### src/rtl/mem_access_stage.sv
// MEM-stage data-memory controller: req/ready port, byte enables, load extension, stall and fault.
// Optional BUSY timeout enabled by defining MEM_TIMEOUT_EN (parameter TIMEOUT_CYCLES).
module mem_access_stage #(
  parameter int unsigned DATA_WIDTH = 32
`ifdef MEM_TIMEOUT_EN
  ,
  parameter int unsigned TIMEOUT_CYCLES = 255
`endif
) (
  input  logic                  clk,
  input  logic                  rst,
  input  logic                  RegWriteM,
  input  logic [1:0]            ResultSrcM,
  input  logic                  MemWriteM,
  input  logic [2:0]            Funct3M,
  input  logic [DATA_WIDTH-1:0] ALUResultM,
  input  logic [DATA_WIDTH-1:0] WriteDataM,
  input  logic                  FlushM,
  input  logic [DATA_WIDTH-1:0] dmem_rdata,
  input  logic                  dmem_ready,
  output logic                  dmem_req,
  output logic                  dmem_we,
  output logic [DATA_WIDTH-1:0] dmem_addr,
  output logic [DATA_WIDTH-1:0] dmem_wdata,
  output logic [3:0]            dmem_be,
  output logic [DATA_WIDTH-1:0] ReadDataM,
  output logic                  RegWriteOutM,
  output logic [1:0]            ResultSrcOutM,
  output logic                  StallM,
  output logic                  AccessFaultM
);

  typedef enum logic [1:0] {StIdle, StBusy, StDone} state_e;

  state_e      state_q;
  logic [31:0] addr_q, wdata_q, rdata_q;
  logic [2:0]  f3_q;
  logic        we_q;
  logic [3:0]  be_q;
  logic        to_q;

  logic        acc, fault, f3_bad, mis;
  logic [3:0]  be_n;
  logic [31:0] wdata_n;
  logic [7:0]  rb;
  logic [15:0] rh;
  logic [31:0] ext;
  logic        tfault;

`ifdef MEM_TIMEOUT_EN
  localparam logic [7:0] ToLast = 8'(TIMEOUT_CYCLES - 1);
  logic [7:0] cnt_q;
`endif

  always_comb begin
    acc    = (MemWriteM | (ResultSrcM == 2'b01)) & ~FlushM;
    f3_bad = (Funct3M == 3'b011) | (Funct3M == 3'b110) | (Funct3M == 3'b111);
    mis    = ((Funct3M[1:0] == 2'b01) & ALUResultM[0]) |
             ((Funct3M[1:0] == 2'b10) & (ALUResultM[1:0] != 2'b00));
    fault  = (state_q == StIdle) & acc & (f3_bad | mis);

    be_n    = 4'b1111;
    wdata_n = WriteDataM;
    if (MemWriteM) begin
      case (Funct3M[1:0])
        2'b00:   be_n = 4'b0001 << ALUResultM[1:0];
        2'b01:   be_n = ALUResultM[1] ? 4'b1100 : 4'b0011;
        default: be_n = 4'b1111;
      endcase
    end
    case (Funct3M[1:0])
      2'b00:   wdata_n = {4{WriteDataM[7:0]}};
      2'b01:   wdata_n = {2{WriteDataM[15:0]}};
      default: wdata_n = WriteDataM;
    endcase
  end

  always_ff @(posedge clk or posedge rst) begin
    if (rst) begin
      state_q <= StIdle;
      addr_q  <= '0;
      wdata_q <= '0;
      rdata_q <= '0;
      f3_q    <= '0;
      we_q    <= 1'b0;
      be_q    <= '0;
      to_q    <= 1'b0;
`ifdef MEM_TIMEOUT_EN
      cnt_q   <= '0;
`endif
    end else begin
      case (state_q)
        StIdle: begin
          if (acc && !fault) begin
            addr_q  <= ALUResultM;
            wdata_q <= wdata_n;
            f3_q    <= Funct3M;
            we_q    <= MemWriteM;
            be_q    <= be_n;
            to_q    <= 1'b0;
            state_q <= StBusy;
`ifdef MEM_TIMEOUT_EN
            cnt_q   <= '0;
`endif
          end
        end
        StBusy: begin
          if (dmem_ready) begin
            rdata_q <= dmem_rdata;
            state_q <= StDone;
          end
`ifdef MEM_TIMEOUT_EN
          else if (cnt_q == ToLast) begin
            // Give up: complete with zero data and flag the fault in DONE.
            rdata_q <= '0;
            to_q    <= 1'b1;
            state_q <= StDone;
          end else begin
            cnt_q <= cnt_q + 8'd1;
          end
`endif
        end
        default: begin
          to_q    <= 1'b0;
          state_q <= StIdle;
        end
      endcase
    end
  end

  always_comb begin
    case (addr_q[1:0])
      2'b00:   rb = rdata_q[7:0];
      2'b01:   rb = rdata_q[15:8];
      2'b10:   rb = rdata_q[23:16];
      default: rb = rdata_q[31:24];
    endcase
    rh = addr_q[1] ? rdata_q[31:16] : rdata_q[15:0];
    case (f3_q)
      3'b000:  ext = {{24{rb[7]}}, rb};
      3'b001:  ext = {{16{rh[15]}}, rh};
      3'b010:  ext = rdata_q;
      3'b100:  ext = {24'd0, rb};
      3'b101:  ext = {16'd0, rh};
      default: ext = '0;
    endcase

    tfault        = (state_q == StDone) & to_q;
    dmem_req      = (state_q == StBusy);
    dmem_we       = (state_q == StBusy) & we_q;
    dmem_addr     = {addr_q[31:2], 2'b00};
    dmem_wdata    = wdata_q;
    dmem_be       = be_q;
    StallM        = (state_q == StBusy) | ((state_q == StIdle) & acc & ~fault);
    AccessFaultM  = fault | tfault;
    RegWriteOutM  = RegWriteM & ~(fault | tfault);
    ResultSrcOutM = ResultSrcM;
    ReadDataM     = ((state_q == StDone) && !we_q) ? ext : '0;
  end

endmodule

### config.mk
export PLATFORM = sky130hd
export DESIGN_NAME = mem_access_stage
export DESIGN_NICKNAME = d
export VERILOG_FILES = /design/src/rtl/mem_access_stage.sv
export SDC_FILE = /design/constraint.sdc
export NUM_CORES = 1
export LEC_CHECK = 0
export ABC_AREA = 1
export BUFFER_PORTS_ARGS = -buffer_cell sky130_fd_sc_hd__buf_2
export CORE_ASPECT_RATIO = 0.6
export CORE_MARGIN = 4
export CORE_UTILIZATION = 54
export DETAILED_ROUTE_END_ITERATION = 16
export GPL_ROUTABILITY_DRIVEN = 0
export HOLD_SLACK_MARGIN = 0.1
export PLACE_DENSITY = 0.91
export SLEW_MARGIN = 20
export SYNTH_ARGS = -nofsm -noshare
export SYNTH_HDL_FRONTEND = slang
export SYNTH_SLANG_ARGS = --single-unit
### constraint.sdc
create_clock -name clk -period 6.05 [get_ports clk]
set_clock_uncertainty 0.1 [all_clocks]
set_input_delay 0.605 -clock clk [delete_from_list [all_inputs] [get_ports clk]]
set_output_delay 0.605 -clock clk [all_outputs]
set_load 0.01 [all_outputs]
==> flow_summary.toml, run 1 <==
[global_routing]
overflow = 0
met2_usage_pct = 39.8
grt_pass1_wl_microns = 26500
gr-usage-met1_pct = 37.4
grt_pass1_vias = 5442
grt_max_degree = 75
grt_use_met3_pct = 6.86
top_usage_layer = "met2"
antenna_found_initial = 1
grtUsageTotal_pct = 25.9

[clock_tree]
cts_tree = "yes"
postCtsSetupRepairBufs = 0
htreeDepth = 3
clk_pin_slew_worst_paths_ns = 0.07
clk_latency_ns = 0.33
clockBufferDepth = 2
cts_resized = 0
cts_sinks = 106
cts_made_buffers = 9
holdBufCountCts = 0
root_buffer = "clkbuf_16"

[critical_path]
path_buf_inv = 1
worstPathMaxFanout = 19
cp.arrival_ns = 2.75
cp_slowest_cell = "nor2_1"
worstPathRequired_ns = 5.34
path_class = "reg -> out"
path_cells = "nor2_1, nand2_2, nor2_1, nor2_1, a21oi_1, buf_2"
critPathMaxStageDelay_ns = 0.86
critical_path.top_delay_family = "simple AND/OR/NAND/NOR gates"
crit_path_start_kind = "flip-flop"
critPathMostFrequentCell = "nor2_1"
cp-end-kind = "primary output"

[finish]
nets = 1088
drive_gt1_share_pct = 24.6
fin_cells = 1125
num_antenna_cells = 0
design_area_sq_um = 6910
area_delta_synth_final_pct = 17.6

[synthesis]
async_reset_ff_share_pct = 100
netlist_top_cells_area = "dfrtp_1 45%, nand2_1 25%, o21ai_0 4.9%, buf_4 4.6%, nand3_1 3.7%"
synthFlopType = "dfrtp_1"
seq_area_frac_synth_pct = 45.2
synth_area_sq_um = 5870
synth_warnings = 0
synth_top_area_share_pct = 45.2
synth_cell_types = 25
syn-instance-count = 832
ys_top_cells_by_count = "385 x nand2_1, 106 x dfrtp_1, 58 x o21ai_0"
synth_area_leader_cell = "dfrtp_1"
synth.most_common_cell = "nand2_1"
syn_area_per_cell_sq_um = 7.06
synth_edf_count = 0
synth-seq-cells = 106

[sta]
drv_slew = 0
rsz0062_at_grt = "no"
worstMarginPinSlew_ns = 1.11
period_share_pct = 57.1
finalSetupViolations = 0
finalSetupTns_ns = 0
slew_headroom_pct = 25.8
hold_viol = 0
max_freq_mhz = 290
finalCriticalPeriod_ns = 3.45
hold-worst-slack_ns = 0.188

[power_and_ir_drop]
internal_power_mw = 1.56
ir_drop_uv = 198
clock_power_share_pct = 23.0
switchingPower_uw = 975
report.power.total_mw = 2.53
power_frac_seq_pct = 43.0
comb_power_share_pct = 34.0
p_sw_share_pct = 38.5
p_leak_nw = 3.96
p_per_area_nw_per_um2 = 367

[floorplanning]
die_w_microns = 143
dieArea_sq_um = 12700
ios = 214
core-area_sq_um = 10600
die_height_microns = 88.8
fp-row-count = 29
start_util_pct = 55.4

[worst_hold_path]
min_path_type = "in -> async"

[drt]
first_pass_iters = 5
drc = 0
wl_per_cell_microns = 14.4
routed_wl_microns = 16200
viasPerCell = 5.10
drt-initial-drc-count = 506
ant_nets = 0
num_vias = 5732

[place]
io_buffers = 211
dpl_cell_area_sq_um = 6600
dp.cells = 1108
hpwl_microns = 11900

[run]
maxCapViolCount = 0

[run_status]
status = "complete, no violations"
[worst reg2reg max path: cells and delay by family (launching register included)]
family	cells	cell delay (ns)
and+or+nand+nor	3	0.35
DFF	1	0.38
buffers and inverters	3	0.96
AOI/OAI and AO/OA	1	0.10
[cell usage in the layout, fill, tap and decap left out, types with 5 or more instances in the layout]
master and n:
a21oi_1 30, a31oi_1 5, buf_2 211, clkbuf_16 9, dfrtp_1 106, inv_1 51
nand2_1 385, nand3_1 42, nor2_1 54, o21ai_0 58
[path summary, 6_finish.rpt]
kind | depth (start not counted) | end | slack [ns] | start
max | 6 | ReadDataM[17] | 2.60 | f3_q[0]$_DFFE_PP0P_
min | 2 | rdata_q[8]$_DFFE_PP0P_ | 0.19 | rst
max reg2reg | 7 | rdata_q[3]$_DFFE_PP0P_ | 4.02 | state_q[0]$_DFFE_PP0P_
min reg2reg | 2 | addr_q[10]$_DFFE_PP0P_ | 0.37 | addr_q[10]$_DFFE_PP0P_
max in group asynchronous | 3 | f3_q[1]$_DFFE_PP0P_ | 4.38 | rst
min in group clk | 3 | addr_q[23]$_DFFE_PP0P_ | 0.37 | ALUResultM[23]
[power groups by stage]
stage	sequential (mW)	combinational, mW	clock (mW)
global route	1.11	0.984	0.627
detailed placement	1.10	0.842	0
global placement	1.09	0.821	0
CTS	1.09	0.845	0.595
floorplan	1.07	0.638	0
finish	1.09	0.861	0.584
[registers in the layout, summed over array words and instances, names as in the netlist]
name        flops
addr_q         32
dmem_be         4
dmem_wdata     32
rdata_q        32
f3_q            3
state_q         2
we_q            1
[kinds of logic (layout without fill, tap and decap cells)]
group,count (synthesis),count (layout),synth area share [%]
other,1,2,0.0639
DFF,106,106,45.2
buffers and inverters,135,288,12.8
AOI/OAI and AO/OA,97,97,8.54
and+or+nand+nor,493,493,33.5
[routing by layer]
metal | vias up | part of all wire [%]
met5 | - | 0.080
met4 | 2 | 1.0
met3 | 22 | 11
met2 | 287 | 44
met1 | 2590 | 44
li1 | 2831 | -
[area by class of cell]
cell class                      instances  area [sq um]
Tap cell                              139           174
Timing Repair Buffer                  215          1090
Clock buffer                           12           236
Multi-Input combinational cell        592          2480
Fill cell                             992          3690
Sequential cell                       106          2650
Inverter                               57           216
Clock inverter                          4          58.8
[stage by stage]
stage | setup WS, ns | utilization (%)
after floorplan | 2.56 | -
after global placement | 3.03 | 62.2
after detailed placement | 2.90 | 62.2
after CTS | 2.53 | 65.0
after global routing | 2.31 | 65.2
final | 2.60 | 65.2
Note: power is estimated with default switching activity, not from simulation.
==> run 2, diff against run 1 <==
--- a/config.mk
+++ b/config.mk
@@ -9,11 +9,11 @@
 export BUFFER_PORTS_ARGS = -buffer_cell sky130_fd_sc_hd__buf_2
 export CORE_ASPECT_RATIO = 0.6
 export CORE_MARGIN = 4
-export CORE_UTILIZATION = 54
+export CORE_UTILIZATION = 45
 export DETAILED_ROUTE_END_ITERATION = 16
 export GPL_ROUTABILITY_DRIVEN = 0
 export HOLD_SLACK_MARGIN = 0.1
-export PLACE_DENSITY = 0.91
+export PLACE_DENSITY = 0.82
 export SLEW_MARGIN = 20
 export SYNTH_ARGS = -nofsm -noshare
 export SYNTH_HDL_FRONTEND = slang
==> constraint.sdc (replaced) <==
create_clock -name clk -period 2.8 [get_ports clk]
set_clock_uncertainty 0.1 [all_clocks]
set_input_delay 0.28 -clock clk [delete_from_list [all_inputs] [get_ports clk]]
set_output_delay 0.28 -clock clk [all_outputs]
set_load 0.01 [all_outputs]
==> flow_summary.toml, run 2 (same netlist as run 1, synthesis figures left out) <==
[sta]
finalSetupViolations = 0
worstMarginPinSlew_ns = 0.637
slew_headroom_pct = 57.5
rsz0062_at_grt = "no"
max_freq_mhz = 390
hold_viol = 0
period_share_pct = 91.6
finalCriticalPeriod_ns = 2.56
hold-worst-slack_ns = 0.127
drv_slew = 0
finalSetupTns_ns = 0
worst_slack_ns = 0.236

[run_status]
status = "complete, no violations"

[power_and_ir_drop]
p_leak_nw = 4.30
report.power.total_mw = 5.53
p_sw_share_pct = 39.0
p_per_area_nw_per_um2 = 717
clock_power_share_pct = 21.2
power_frac_seq_pct = 42.2
switchingPower_mw = 2.16
ir_drop_uv = 326
comb_power_share_pct = 36.5
internal_power_mw = 3.37

[global_routing]
overflow = 0
grt_pass1_vias = 5436
grt_pass1_wl_microns = 27700
antenna_found_initial = 0
grt_max_degree = 107
grtUsageTotal_pct = 22.9

[place]
dp_slack_ns = 0.489
io_buffers = 211
hpwl_microns = 12000

[clock_tree]
clockBufferDepth = 2
cts_sinks = 106
clk_latency_ns = 0.33
cts_made_buffers = 9
clk_pin_slew_worst_paths_ns = 0.07
cts_tree = "yes"
postCtsSetupRepairBufs = 0
root_buffer = "clkbuf_16"
htreeDepth = 3

[critical_path]
reg2reg_slack_ns = 1.04
worstPathRequired_ns = 2.42
path_cells = "buf_4, clkinv_1, buf_4, nand2_1, nand3_1, nand2_1, inv_1, a21oi_1, buf_2"
r2r_start = "state_q[1]$_DFFE_PP0P_"
cp.arrival_ns = 2.18
worstPathMaxFanout = 19
critical_path.top_delay_family = "buffers and inverters"
path_buf_inv = 5
cp_slowest_cell = "dfrtp_1"
cp-end-kind = "primary output"
crit_path_start_kind = "flip-flop"
reg2reg_to = "rdata_q[16]$_DFFE_PP0P_"
path_class = "reg -> out"
reg2reg_depth = 6
critPathMaxStageDelay_ns = 0.68

[floorplanning]
ios = 214
die_w_microns = 155
die_height_microns = 96.5
start_util_pct = 45.8
dieArea_sq_um = 15000
core-area_sq_um = 12800
fp-row-count = 32

[drt]
viasPerCell = 4.90
routed_wl_microns = 17900
drc = 0
num_vias = 6053
drt-initial-drc-count = 510
wl_per_cell_microns = 14.5
first_pass_iters = 5
ant_nets = 0

[finish]
area_delta_synth_final_pct = 31.5
num_antenna_cells = 0
drive_gt1_share_pct = 23.8
fill_cells = 1135
final_common_cell = "nand2_1"
nets = 1168
final_cell_mix = "385 x nand2_1, 211 x buf_2, 106 x dfrtp_1, 69 x dlygate4sd3_1, 58 x o21ai_0"

[worst_hold_path]
min_path_type = "in -> reg"
worstHoldEndpoint = "dmem_wdata[3]$_DFFE_PP0P_"
min_path_cells = 3
min-delay-start = "WriteDataM[3]"

[run]
maxCapViolCount = 0
[run 2: cell types whose count changed in the layout (fill, tap and decap cells not counted), sizes merged]
cell         change
buf             +11
inv              -1
clkinvlp         +2
clkinv           +1
clkbuf           -1
dlygate4sd3     +69
bufinv           -1
[run 2: per-layer routing]
| layer | part of all wire [%] | vias up | global-route usage (%) |
|---|---|---|---|
| li1 | - | 2987 | - |
| met1 | 46 | 2764 | 33.5 |
| met2 | 44 | 296 | 34.8 |
| met3 | 10 | 6 | 5.96 |
| met4 | 0.43 | 0 | 4.01 |
| met5 | 0 | - | 0 |
[run 2: area by class of cell]
cell class | instances | area, sq um | area share (%)
flip-flops and latches | 106 | 2650 | 34.4
multi-input cells | 592 | 2480 | 32.1
repair buffers | 295 | 1880 | 24.4
clock buffers | 11 | 233 | 3.01
inverters | 57 | 218 | 2.82
well taps | 170 | 213 | 2.76
clock inverters | 5 | 38.8 | 0.502
[run 2: repair_timing]
item / 4_1_cts / 5_1_grt
endpoints found under the hold margin: 174 / 0
gates resized for setup: 0 / 1
endpoints found under the setup margin: 0 / 24
hold buffers: 69 / 0
[run 2: through the flow]
stage	utilization (%)	instances	instance area, sq um
2_1_floorplan	-	833	5880
3_3_place_gp	52.7	1151	6750
3_5_place_dp	52.7	1151	6750
4_1_cts	60.2	1236	7710
5_1_grt	60.3	1236	7720
6_report	60.3	1236	7720
[run 2: worst max path at each step]
stage | depth (start not counted) | startpoint | slack [ns] | end
global placement | 6 | addr_q[1]$_DFFE_PP0P_ | 0.54 | ReadDataM[12]
CTS | 6 | addr_q[1]$_DFFE_PP0P_ | 0.12 | ReadDataM[24]
global route | 9 | addr_q[1]$_DFFE_PP0P_ | 0.08 | ReadDataM[3]
finish | 9 | addr_q[1]$_DFFE_PP0P_ | 0.24 | ReadDataM[3]
detailed placement | 6 | addr_q[1]$_DFFE_PP0P_ | 0.49 | ReadDataM[24]
floorplan | 7 | f3_q[1]$_DFFE_PP0P_ | 1.06 | ReadDataM[21]
[run 2: power groups by stage]
stage | clock network [mW] | logic [mW] | registers (mW)
6_report | 1.17 | 2.02 | 2.34
5_1_grt | 1.27 | 2.27 | 2.40
4_1_cts | 1.22 | 1.99 | 2.32
3_5_place_dp | 0 | 1.91 | 2.34
3_3_place_gp | 0 | 1.86 | 2.34
2_1_floorplan | 0 | 1.38 | 2.31
[run 2: tightest hold or removal path: stages]
cell and delay [ns]:
buf_2 0.13, nand2_1 0.06, nand2_1 0.05
==> run 3, diff against run 2 <==
==> constraint.sdc (replaced) <==
create_clock -name clk -period 2.8 [get_ports clk]
set_clock_uncertainty 0.1 [all_clocks]
set_input_delay 0.42 -clock clk [delete_from_list [all_inputs] [get_ports clk]]
set_output_delay 0.42 -clock clk [all_outputs]
set_load 0.01 [all_outputs]
==> flow_summary.toml, run 3 (same netlist as run 1, synthesis figures left out) <==
[critical_path]
critPathMaxStageDelay_ns = 0.52
reg2reg_to = "rdata_q[26]$_DFFE_PP0P_"
reg2reg_depth = 6
path_class = "reg -> out"
worstPathMaxFanout = 24
cp_slowest_cell = "dfrtp_1"
cp.arrival_ns = 2.01
crit_path_start_kind = "flip-flop"
path_buf_inv = 1
reg2reg_slack_ns = 1.01
r2r_start = "state_q[1]$_DFFE_PP0P_"
path_cells = "nor2_2, nand2_1, nand3_1, nand3_4, a21oi_1, buf_2"
worstPathRequired_ns = 2.28
critical_path.top_delay_family = "simple AND/OR/NAND/NOR gates"
cp-end-kind = "primary output"

[floorplanning]
die_w_microns = 155
start_util_pct = 45.8
dieArea_sq_um = 15000
die_height_microns = 96.5
core-area_sq_um = 12800
ios = 214
fp-row-count = 32

[power_and_ir_drop]
p_per_area_nw_per_um2 = 785
switchingPower_mw = 2.14
comb_power_share_pct = 34.2
ir_drop_uv = 370
clock_power_share_pct = 23.7
p_leak_nw = 4.02
power_frac_seq_pct = 42.0
internal_power_mw = 3.40
p_sw_share_pct = 38.6
report.power.total_mw = 5.54

[sta]
hold_viol = 0
finalSetupTns_ns = 0
drv_slew = 0
worstMarginPinSlew_ns = 0.580
finalCriticalPeriod_ns = 2.53
rsz0062_at_grt = "no"
max_freq_mhz = 395
period_share_pct = 90.5
finalSetupViolations = 0
slew_headroom_pct = 61.3

[clock_tree]
cts_resized = 0
htreeDepth = 3
postCtsSetupRepairBufs = 0
holdBufCountCts = 0
clockBufferDepth = 2
clk_latency_ns = 0.34
cts_made_buffers = 9
cts_sinks = 106
cts_tree = "yes"
clk_pin_slew_worst_paths_ns = 0.07
root_buffer = "clkbuf_16"

[global_routing]
grt_pass1_vias = 4943
overflow = 0
antenna_found_initial = 0
grtUsageTotal_pct = 21.1
grt_max_degree = 107
grt_pass1_wl_microns = 25300

[place]
dpl_cell_area_sq_um = 6750
dp.cells = 1152
io_buffers = 211
hpwl_microns = 12200

[finish]
final_cell_mix = "385 x nand2_1, 211 x buf_2, 105 x dfrtp_1, 58 x o21ai_0, 54 x nor2_1"
num_antenna_cells = 0
nets = 1100
regArea_sq_um = 2650
final_common_cell = "nand2_1"
final_core_util_pct = 55.1
fin_cells = 1168
drive_gt1_share_pct = 25.9
area_delta_synth_final_pct = 20.3
design_area_sq_um = 7060
fill_cells = 1262
multi_input_area_sq_um = 2480

[drt]
viasPerCell = 4.90
drc = 0
routed_wl_microns = 16200
ant_nets = 0
first_pass_iters = 7
wl_per_cell_microns = 13.9
num_vias = 5727
drt-initial-drc-count = 499

[run_status]
status = "complete, no violations"

[run]
maxCapViolCount = 0

[worst_hold_path]
min_path_type = "in -> async"
[run 3: worst register-to-register path, cell delays in order (launching register included)]
cell,delay (ns)
dfrtp_1,0.40
nor2_1,0.22
nand2_1,0.26
clkinv_1,0.12
buf_4,0.37
nand2_1,0.13
o21ai_0,0.11
[run 3: final cells by class]
cell class	count	area share, %
timing repair buffer	227	16.8
inverter	57	3.08
multi-input combinational	592	35.1
sequential	106	37.6
tap	170	3.01
clock inverter	7	1.20
clock buffer	9	3.19
[run 3: worst max path at each step]
stage	start	to	slack [ns]	cells after the start
2_1_floorplan	f3_q[1]$_DFFE_PP0P_	ReadDataM[21]	0.92	7
3_3_place_gp	f3_q[1]$_DFFE_PP0P_	ReadDataM[12]	0.45	6
3_5_place_dp	f3_q[1]$_DFFE_PP0P_	ReadDataM[14]	0.42	6
4_1_cts	f3_q[1]$_DFFE_PP0P_	ReadDataM[14]	0.03	6
5_1_grt	addr_q[0]$_DFFE_PP0P_	ReadDataM[12]	0.05	6
6_report	addr_q[0]$_DFFE_PP0P_	ReadDataM[14]	0.27	6
[run 3: power groups by stage]
stage                     registers, mW  clock network [mW]  logic (mW)
after floorplan                    2.31                   0        1.38
after global placement             2.34                   0        1.86
after detailed placement           2.34                   0        1.90
after CTS                          2.32                1.36        1.90
after global routing               2.39                1.43        2.14
final                              2.33                1.32        1.90
[run 3: metal layers]
| layer | global-route usage [%] | share of wire [%] | vias to the layer above | wire length, microns |
|---|---|---|---|---|
| met4 | 3.28 | 0.55 | 0 | 90 |
| met2 | 30.9 | 41 | 250 | 6700 |
| met3 | 5.12 | 9.1 | 8 | 1480 |
| li1 | - | - | 2857 | - |
| met5 | 0 | 0 | - | 0 |
| met1 | 32.4 | 49 | 2612 | 7970 |
[run 3: per-stage QoR]
| stage | hold WS (ns) | setup slack (ns) |
|---|---|---|
| 2_1_floorplan | 0.342 | 0.925 |
| 3_3_place_gp | 0.349 | 0.448 |
| 3_5_place_dp | 0.353 | 0.415 |
| 4_1_cts | 0.155 | 0.0278 |
| 5_1_grt | 0.166 | 0.0502 |
| 6_report | 0.116 | 0.265 |
